<file path="src/rtl/alu_share_arbiter.sv">
// ---------------------------------------------------------------------------
// alu_share_arbiter
//
// Lets two requesters share one combinational ALU that sits outside this
// block. A winner is picked in IDLE. Its operands and control code are
// registered and drive the ALU for one EXEC cycle. The ALU result is then
// captured and held on a tagged valid/ready response channel until the
// consumer takes it.
//
// Ports:
//   clk, rst                  clock, synchronous active-high reset
//   req0_* / req1_*           requester channels: valid/ready handshake plus
//                             operands a, b and ALU control code
//   alu_a, alu_b, alu_ctrl    registered operands into the external ALU
//   alu_result                combinational result back from the ALU
//   rsp_valid/ready/id/data   tagged response channel (id = requester 0/1)
//   busy                      high while an operation is in flight
// ---------------------------------------------------------------------------
module alu_share_arbiter #(
  parameter int WIDTH       = 32,
  parameter int CTRL_W      = 4,
  parameter int ROUND_ROBIN = 1
) (
  input  logic              clk,
  input  logic              rst,
  input  logic              req0_valid,
  output logic              req0_ready,
  input  logic [WIDTH-1:0]  req0_a,
  input  logic [WIDTH-1:0]  req0_b,
  input  logic [CTRL_W-1:0] req0_ctrl,
  input  logic              req1_valid,
  output logic              req1_ready,
  input  logic [WIDTH-1:0]  req1_a,
  input  logic [WIDTH-1:0]  req1_b,
  input  logic [CTRL_W-1:0] req1_ctrl,
  output logic [WIDTH-1:0]  alu_a,
  output logic [WIDTH-1:0]  alu_b,
  output logic [CTRL_W-1:0] alu_ctrl,
  input  logic [WIDTH-1:0]  alu_result,
  output logic              rsp_valid,
  input  logic              rsp_ready,
  output logic              rsp_id,
  output logic [WIDTH-1:0]  rsp_data,
  output logic              busy
);

  typedef enum logic [1:0] {
    IDLE = 2'd0,
    EXEC = 2'd1,
    RESP = 2'd2
  } state_t;

  state_t state;
  state_t next_state;

  logic              last_grant;
  logic              op_id;
  logic [WIDTH-1:0]  op_a;
  logic [WIDTH-1:0]  op_b;
  logic [CTRL_W-1:0] op_ctrl;

  logic              grant_any;
  logic              grant_id;
  logic              accept;

  // Arbitration. Under contention, round-robin hands the grant to whoever
  // did not win last time. Fixed priority always favours requester 0.
  always_comb begin
    grant_any = req0_valid | req1_valid;
    grant_id  = 1'b0;
    if (req0_valid && req1_valid) begin
      if (ROUND_ROBIN != 0) begin
        grant_id = ~last_grant;
      end else begin
        grant_id = 1'b0;
      end
    end else if (req1_valid) begin
      grant_id = 1'b1;
    end
  end

  // Reset is gated into accept so that a request presented together with
  // reset is never acknowledged.
  assign accept = (state == IDLE) && !rst && grant_any;

  // State register.
  always_ff @(posedge clk) begin
    if (rst) begin
      state <= IDLE;
    end else begin
      state <= next_state;
    end
  end

  // Next-state logic. EXEC always lasts exactly one cycle.
  always_comb begin
    next_state = state;
    case (state)
      IDLE: begin
        if (accept) begin
          next_state = EXEC;
        end
      end
      EXEC: begin
        next_state = RESP;
      end
      RESP: begin
        if (rsp_ready) begin
          next_state = IDLE;
        end
      end
      default: begin
        next_state = IDLE;
      end
    endcase
  end

  // Output decode. Only the winner sees ready, and only while IDLE.
  always_comb begin
    req0_ready = accept && !grant_id;
    req1_ready = accept && grant_id;
    busy       = (state != IDLE);
  end

  // Datapath registers. Operands are written only on accept, so they stay
  // frozen through EXEC and keep their last values afterwards. last_grant
  // moves only on accept. It starts at 1 so that requester 0 wins the first
  // contention after reset.
  always_ff @(posedge clk) begin
    if (rst) begin
      op_a       <= '0;
      op_b       <= '0;
      op_ctrl    <= '0;
      op_id      <= 1'b0;
      last_grant <= 1'b1;
      rsp_valid  <= 1'b0;
      rsp_id     <= 1'b0;
      rsp_data   <= '0;
    end else begin
      case (state)
        IDLE: begin
          if (accept) begin
            op_a       <= grant_id ? req1_a    : req0_a;
            op_b       <= grant_id ? req1_b    : req0_b;
            op_ctrl    <= grant_id ? req1_ctrl : req0_ctrl;
            op_id      <= grant_id;
            last_grant <= grant_id;
          end
        end
        EXEC: begin
          rsp_data  <= alu_result;
          rsp_id    <= op_id;
          rsp_valid <= 1'b1;
        end
        RESP: begin
          if (rsp_ready) begin
            rsp_valid <= 1'b0;
          end
        end
        default: begin
          rsp_valid <= 1'b0;
        end
      endcase
    end
  end

  assign alu_a    = op_a;
  assign alu_b    = op_b;
  assign alu_ctrl = op_ctrl;

endmodule
</file>
<file path="config.mk">
export PLATFORM = sky130hd
export DESIGN_NAME = alu_share_arbiter
export DESIGN_NICKNAME = d
export VERILOG_FILES = /design/src/rtl/alu_share_arbiter.sv
export SDC_FILE = /design/constraint.sdc
export NUM_CORES = 1
export LEC_CHECK = 0
export CAP_MARGIN = 20
export CORE_ASPECT_RATIO = 0.9
export CORE_UTILIZATION = 36
export CTS_CLUSTER_SIZE = 24
export DETAILED_ROUTE_END_ITERATION = 12
export GPL_TIMING_DRIVEN = 0
export PLACE_DENSITY = 0.82
export SETUP_SLACK_MARGIN = 0.3
export SYNTH_ARGS = -nofsm -noshare
export SYNTH_HDL_FRONTEND = slang
export SYNTH_SLANG_ARGS = --single-unit
</file>
<file path="constraint.sdc">
create_clock -name clk -period 2.8 [get_ports clk]
set_clock_uncertainty 0.1 [all_clocks]
set_input_delay 0.84 -clock clk [delete_from_list [all_inputs] [get_ports clk]]
set_output_delay 0.84 -clock clk [all_outputs]
set_load 0.02 [all_outputs]
</file>
Yosys cells after proc, flatten, opt, wreduce, memory -nomap -nowiden
Cells that the tools add are included.
Word-level totals
  register bits after elaboration: 106
  logic and storage cells: 38
  output and inout bits: 105
  input bits: 173
Cells by class
  bitwise operators: 3
  reduce and logical (&&, ||, !) cells: 12
  multiplexer cells: 10
  equal/unequal tests: 4
Operators with widths (number)
  two-way mux 32 bit: 2
  case mux 2 bit (3 select lines): 1
  AND reduction 2 bit: 3
  logical AND 1 bit: 5
  two-way mux 2 bit: 2
  two-way mux 4 bit: 1
  inequality test 2 bit (second input constant): 2
  two-way mux 1 bit: 3
  case mux 1 bit (3 select lines): 1
  equality test 2 x 1 -> 1 bit (second input constant): 1
  equality test 2 bit (second input constant): 1
  zero test 1 bit: 2
  zero test 2 bit: 1
  inverter 1 bit: 2
  nonzero test 2 bit: 1
  OR 1 bit: 1

Depth between registers and ports, before layout
  word-level depth: 5
  depth in mapped cells: 6

Worst setup path after synthesis
Ideal clock, no wire load.
  path type: input port to output port
  start point: input port rst
  end point: output port req0_ready
  required time: 1860 ps
  stages on the path: 5
  buffers on the path: 3
  data arrival time: 2078 ps
  slack: -218 ps
  cells stage by stage: or3_1 -> buf_2 -> buf_6 -> buf_6 -> nor3b_1
On the way
  cells in the longest elaborated chain, start to end: 4
Ends and longest elaborated chain
  start: declaration: line 25  | input logic rst,
  zero test 1 bit: line 84  | assign accept = (state == IDLE) && !rst && grant_any;
  logical AND 1 bit (2 in series): line 84
  logical AND 1 bit: line 120  | req0_ready = accept && !grant_id;
  end: declaration: line 27  | output logic req0_ready,
No other way between the ends.

Final worst setup path
Same ends and word-level chain as after synthesis.

==> results.toml <==
[power]
leakage_nw = 2.894
power_switching_mw = 1.257
pwr-share-clk = 0.313
ir_drop_mv = 0.3608
pwr-share-comb = 0.276
seq_power_share = 0.410
p_int_mw = 2.993
p_sw_frac = 0.2957
p_per_area_mw_per_mm2 = 554.3

[flow_run]
drv_cap = 0

[timing]
setup_ws_ns = -0.04958
tightest_slew_ns = 0.6354
fmax_ghz = 0.3509
rsz0062_at_grt = "true"
setup_tns_ns = -0.06696
hold_viol_final = 0
setup_violations = 2
max_slew_margin = 0.5764
finalCritPeriodShare = 1.018
period_needed_ns = 2.850
slew_viol_final = 0

[placed_design]
dp_hpwl_mm = 12.15
detailed_place.area_mm2 = 0.007168
place_congestion = 0.8036
port_buffers = 276

[clock_network]
cts-root-buf = "clkbuf_16"
htree_levels = 3
insertion_delay_ns = 0.34
cts.path.max_buffers = 2
cts_sinks = 106
clk_pin_slew_worst_paths_ns = 0.08
cts_tree = "built"
cts-buffers-inserted = 9

[synthesis]
yosys_register_bits = 106
synth_cells = 482
synth_fp_nets = 655
syn-mean-instance-area_um2 = 8.712
synth-simple-area-share = 0.2330
synth_compound_area_frac = 0.2089
synth-xor-area-share = 0
ys_seq_area_frac = 0.5054
synth_top_family_by_area = "simple AND/OR/NAND/NOR gates"
netlist_area_mm2 = 0.004199
synthAdderAreaFrac = 0
ys_types = 22
yosys_warnings = 0
muxShareOfSynthArea = 0

[drt]
first_iter_violations = 355
avgViaCountPerCell = 5.135
detail-route-antenna-nets = 0
wl_mm = 16.38
vias = 4837
drc_errors = 0
wl_per_cell_um = 17.39
dr.pass1.iters = 4

[global_routing]
grt_pass1_vias = 4922
use_met2 = 0.4681
grt_max_degree = 20
grt_overflow = 0
use_met1 = 0.3005
antenna_found_initial = 1
grt_usage = 0.2659
gr-usage-met3 = 0.06818
grt_pass1_wl_mm = 24.77
top_usage_layer = "met2"

[cells_and_area]
fin_area_mm2 = 0.007667
area_growth_pct = 82.60
layout_commonest_cell = "clkdlybuf4s50_1"
nets = 953
drive_above_1_share = 0.07516
layout_common_cells = "clkdlybuf4s50_1, nand2_1, dfxtp_1, a221o_1, nor3_1"

[outcome]
status = "finished with violations"
violations = "setup timing"

[worst_setup_path]
cp-start-kind = "input port"
cp_max_fo = 2
crit_required_ns = 1.86
crit_type = "input port to primary output"
worst-r2r-cell-count = 7
worstPathArrival_ns = 1.91
end_kind = "primary output"

[floorplanning]
die_area_mm2 = 0.01210
io_pins = 278
die_h_um = 104.5
dieWidth_um = 115.8
coreArea_mm2 = 0.01139
start_util = 0.3687
fp-row-count = 37

[worst_hold_path]
whs_path_depth = 1
holdCritPathClass = "flip-flop to flip-flop"
## cell usage after synthesis
| cell | instances | area, µm² |
|---|---|---|
| and3_1 | 1 | 6.260 |
| and2_1 | 1 | 6.260 |
| inv_1 | 1 | 3.750 |
| nor2b_1 | 3 | 18.77 |
| a21o_1 | 1 | 7.510 |
| nor3_1 | 61 | 305.3 |
| clkbuf_1 | 39 | 146.4 |
| buf_1 | 3 | 11.26 |
| buf_4 | 1 | 7.510 |
| or2_1 | 1 | 6.260 |
| nor3_2 | 9 | 90.09 |
| nor3b_1 | 1 | 7.510 |
| a21oi_1 | 34 | 170.2 |
| nand2_1 | 136 | 510.5 |
| a21oi_2 | 1 | 8.760 |
| nor2_1 | 4 | 15.01 |
| nand2b_1 | 1 | 6.260 |
| buf_6 | 2 | 22.52 |
| dfxtp_1 | 106 | 2122 |
| a221o_1 | 69 | 690.7 |
| buf_2 | 6 | 30.03 |
| or3_1 | 1 | 6.260 |
## worst max-delay path, cell delays in order
cell and delay, ns:
buf_6 0.09, or3_4 0.32, buf_6 0.13, buf_8 0.11, buf_12 0.11, nor3b_4 0.16
buf_6 0.14
## power groups by stage
stage	Sequential (mW)	Clock (mW)	Combinational, mW
after floorplan	1.93	0	0.333
after global placement	1.76	0	1.11
after detailed placement	1.77	0	1.13
after CTS	1.74	1.35	1.18
after global routing	1.76	1.41	1.25
final	1.74	1.33	1.18
## sequential cells by signal, summed over array words and instances, names as in the netlist
name        cells
alu_a          32
alu_b          32
rsp_data       32
alu_ctrl        4
state           2
last_grant      1
op_id           1
rsp_id          1
rsp_valid       1
## per-layer routing
metal,share of wire,routed length (µm)
met1,0.39,6450
met5,0,0
met4,0.032,520
met2,0.50,8227
met3,0.072,1184
## stage by stage
step           utilization  setup slack, ns  std cells  hold WS [ns]  total power [mW]
2_1_floorplan            -          0.03560        482        0.3264             2.260
3_3_place_gp        0.6294           -1.002        914        0.3396             2.878
3_5_place_dp        0.6294           -1.013        914        0.3396             2.904
4_1_cts             0.6716          -0.1224        940        0.3571             4.264
5_1_grt             0.6733         -0.06675        942        0.3683             4.418
6_report            0.6733         -0.04958        942        0.3542             4.250
## cells by family (layout without fill, tap and decap cells)
kind of cell,after synthesis,after routing
AND/OR/NAND/NOR,219,219
other,0,1
buffers and inverters,52,355
flip-flops,106,106
AO/OA/AOI/OAI,105,105
## layout make-up
type	count	area [µm²]
sequential	106	2125
clock inverter	7	85.08
fill	947	3721
antenna	1	2.502
timing repair buffer	287	2858
inverter	1	3.754
multi-input combinational	324	1891
tap	156	195.2
buffer	51	282.8
clock buffer	9	225.2
## final timing paths
kind | startpoint | endpoint | slack (ns)
setup / recovery | rst | req0_ready | -0.05
hold / removal | op_id | op_id | 0.35
setup reg to reg | state[1] | alu_a[18] | 0.70
hold reg to reg | op_id | op_id | 0.35
## repair_timing
action | 4_1_cts | 5_1_grt
setup endpoints to repair | 16 | 17
resized for setup | 45 | 4
hold buffers | 0 | 0
setup buffers | 10 | 1
hold endpoints to repair | 0 | 0
pin swaps | 4 | 4
Power figures use the tool's default switching activity.
==> edit: new RTL, config.mk and constraints unchanged <==
`CTRL_W`: 4 -> 3.
--- a/src/rtl/alu_share_arbiter.sv
+++ b/src/rtl/alu_share_arbiter.sv
@@ -18,7 +18,7 @@
 // ---------------------------------------------------------------------------
 module alu_share_arbiter #(
   parameter int WIDTH       = 32,
-  parameter int CTRL_W      = 4,
+  parameter int CTRL_W      = 3,
   parameter int ROUND_ROBIN = 1
 ) (
   input  logic              clk,
Interface: changed (resized alu_ctrl, req0_ctrl and req1_ctrl); port bits go from 278 to 275. The function was not compared with the original's and may differ.
==> edit against the original RTL <==
The run still ends with setup timing left; die area up 1.1%; sequential cell count decreased by 1; combinational power about the same; critical path depth unchanged; cell area grew 1.4%; routed wire length decreased by 4.6%; synthesized cell count decreased by 0.83%; fmax shrank 0.21%; clock power up 9%; synthesized area is 1.1% higher; via count fell by 0.66%; total power grew 2.4%; worst setup slack got worse by 0.0061 ns.
==> edit: results (changes against the original RTL) <==
outcome: "finished, violations left"
violations: "setup timing"
dp.cells: 907  # -0.77%
r2r_setup_slack_ns: 0.92  # +0.22 ns
netlist_top_cells_count: "nand2_1, dfxtp_1, a221o_1"
min_to: "rsp_id"
layout-drive-gt1-share_pct: 10.7  # +3.2 points
fill_cells: 912  # -3.7%
clock_area_share_pct: 4.44  # +0.40 points
relSlewSlack_pct: 51.9  # -5.8 points
antenna_found_initial: 0  # -1
syn_nets: 649  # -0.92%
p_leak_nw: 2.97  # +2.7%
num_vias: 4805  # -0.66%
antenna_cells_inserted: 0  # -1
reg2regPathDepth: 6  # -1
globalplace.congestion: 0.883  # +9.8%
layout.non_clock_buffers: 341  # +0.89%
tns_ns: -0.0557  # +0.0112 ns
setup_viol: 1  # -1
fin_ws_ns: -0.0557  # -0.00613 ns
hold_depth: 2  # +1
track_usage_pct: 25.7  # -0.93 points
multi_input_gates: 321  # -0.93%
grt_max_degree: 17  # -15%
drt_iter0_markers: 267  # -25%
portBuffers: 273  # -1.1%
## edit: cell count changes in the layout (fill, tap and decap cells not counted), sizes merged
cell	change
buf	+14
clkinvlp	-1
clkdlybuf4s15	+1
a221o	-1
inv	-3
clkbuf	-6
dlygate4sd2	-1
clkdlybuf4s50	-3
dfxtp	-1
diode	-1
bufinv	+2
nand2	-1
nor3	-1
## edit: kinds of logic after synthesis
group	Yosys count
AND/OR/NAND/NOR	217
flip-flops	105
buffers and inverters	52
AO/OA/AOI/OAI	104
## edit: report_power, final
group          internal (mW)  switching (mW)
registers               1.64          0.0850
logic                  0.640           0.540
clock network          0.898           0.552
total                   3.18            1.18
## edit: what timing repair did
| item | CTS | global route |
|---|---|---|
| setup buffers | 8 | 9 |
| gates cloned | 0 | 0 |
| gates resized for setup | 47 | 6 |
| pin swaps | 4 | 3 |
| setup endpoints to repair | 3 | 3 |
## edit: through the flow
| step | setup slack [ns] | power, mW | utilization [%] | area [um^2] | hold slack (ns) |
|---|---|---|---|---|---|
| 5_1_grt | -0.105 | 4.53 | 68.0 | 7770 | 0.368 |
| 3_3_place_gp | -0.988 | 2.86 | 62.8 | 7190 | 0.342 |
| 4_1_cts | -0.126 | 4.37 | 67.2 | 7690 | 0.357 |
| 6_report | -0.0557 | 4.35 | 68.0 | 7770 | 0.355 |
| 3_5_place_dp | -1.01 | 2.88 | 62.8 | 7190 | 0.341 |
| 2_1_floorplan | 0.0390 | 2.25 | - | 4260 | 0.326 |
## edit: tightest hold or removal path: stages (launching register included)
cell	delay (ns)
dfxtp_1	0.31
nand2_1	0.05
a21oi_1	0.05
## edit: layer usage
layer  vias up  global-route usage (%)  share of wire [%]
met1      2274                    30.0                 40
met5         -                       0                  0
met4         0                    8.61                2.1
met3        25                    7.08                8.0
met2       190                    44.5                 50
li1       2316                       -                  -
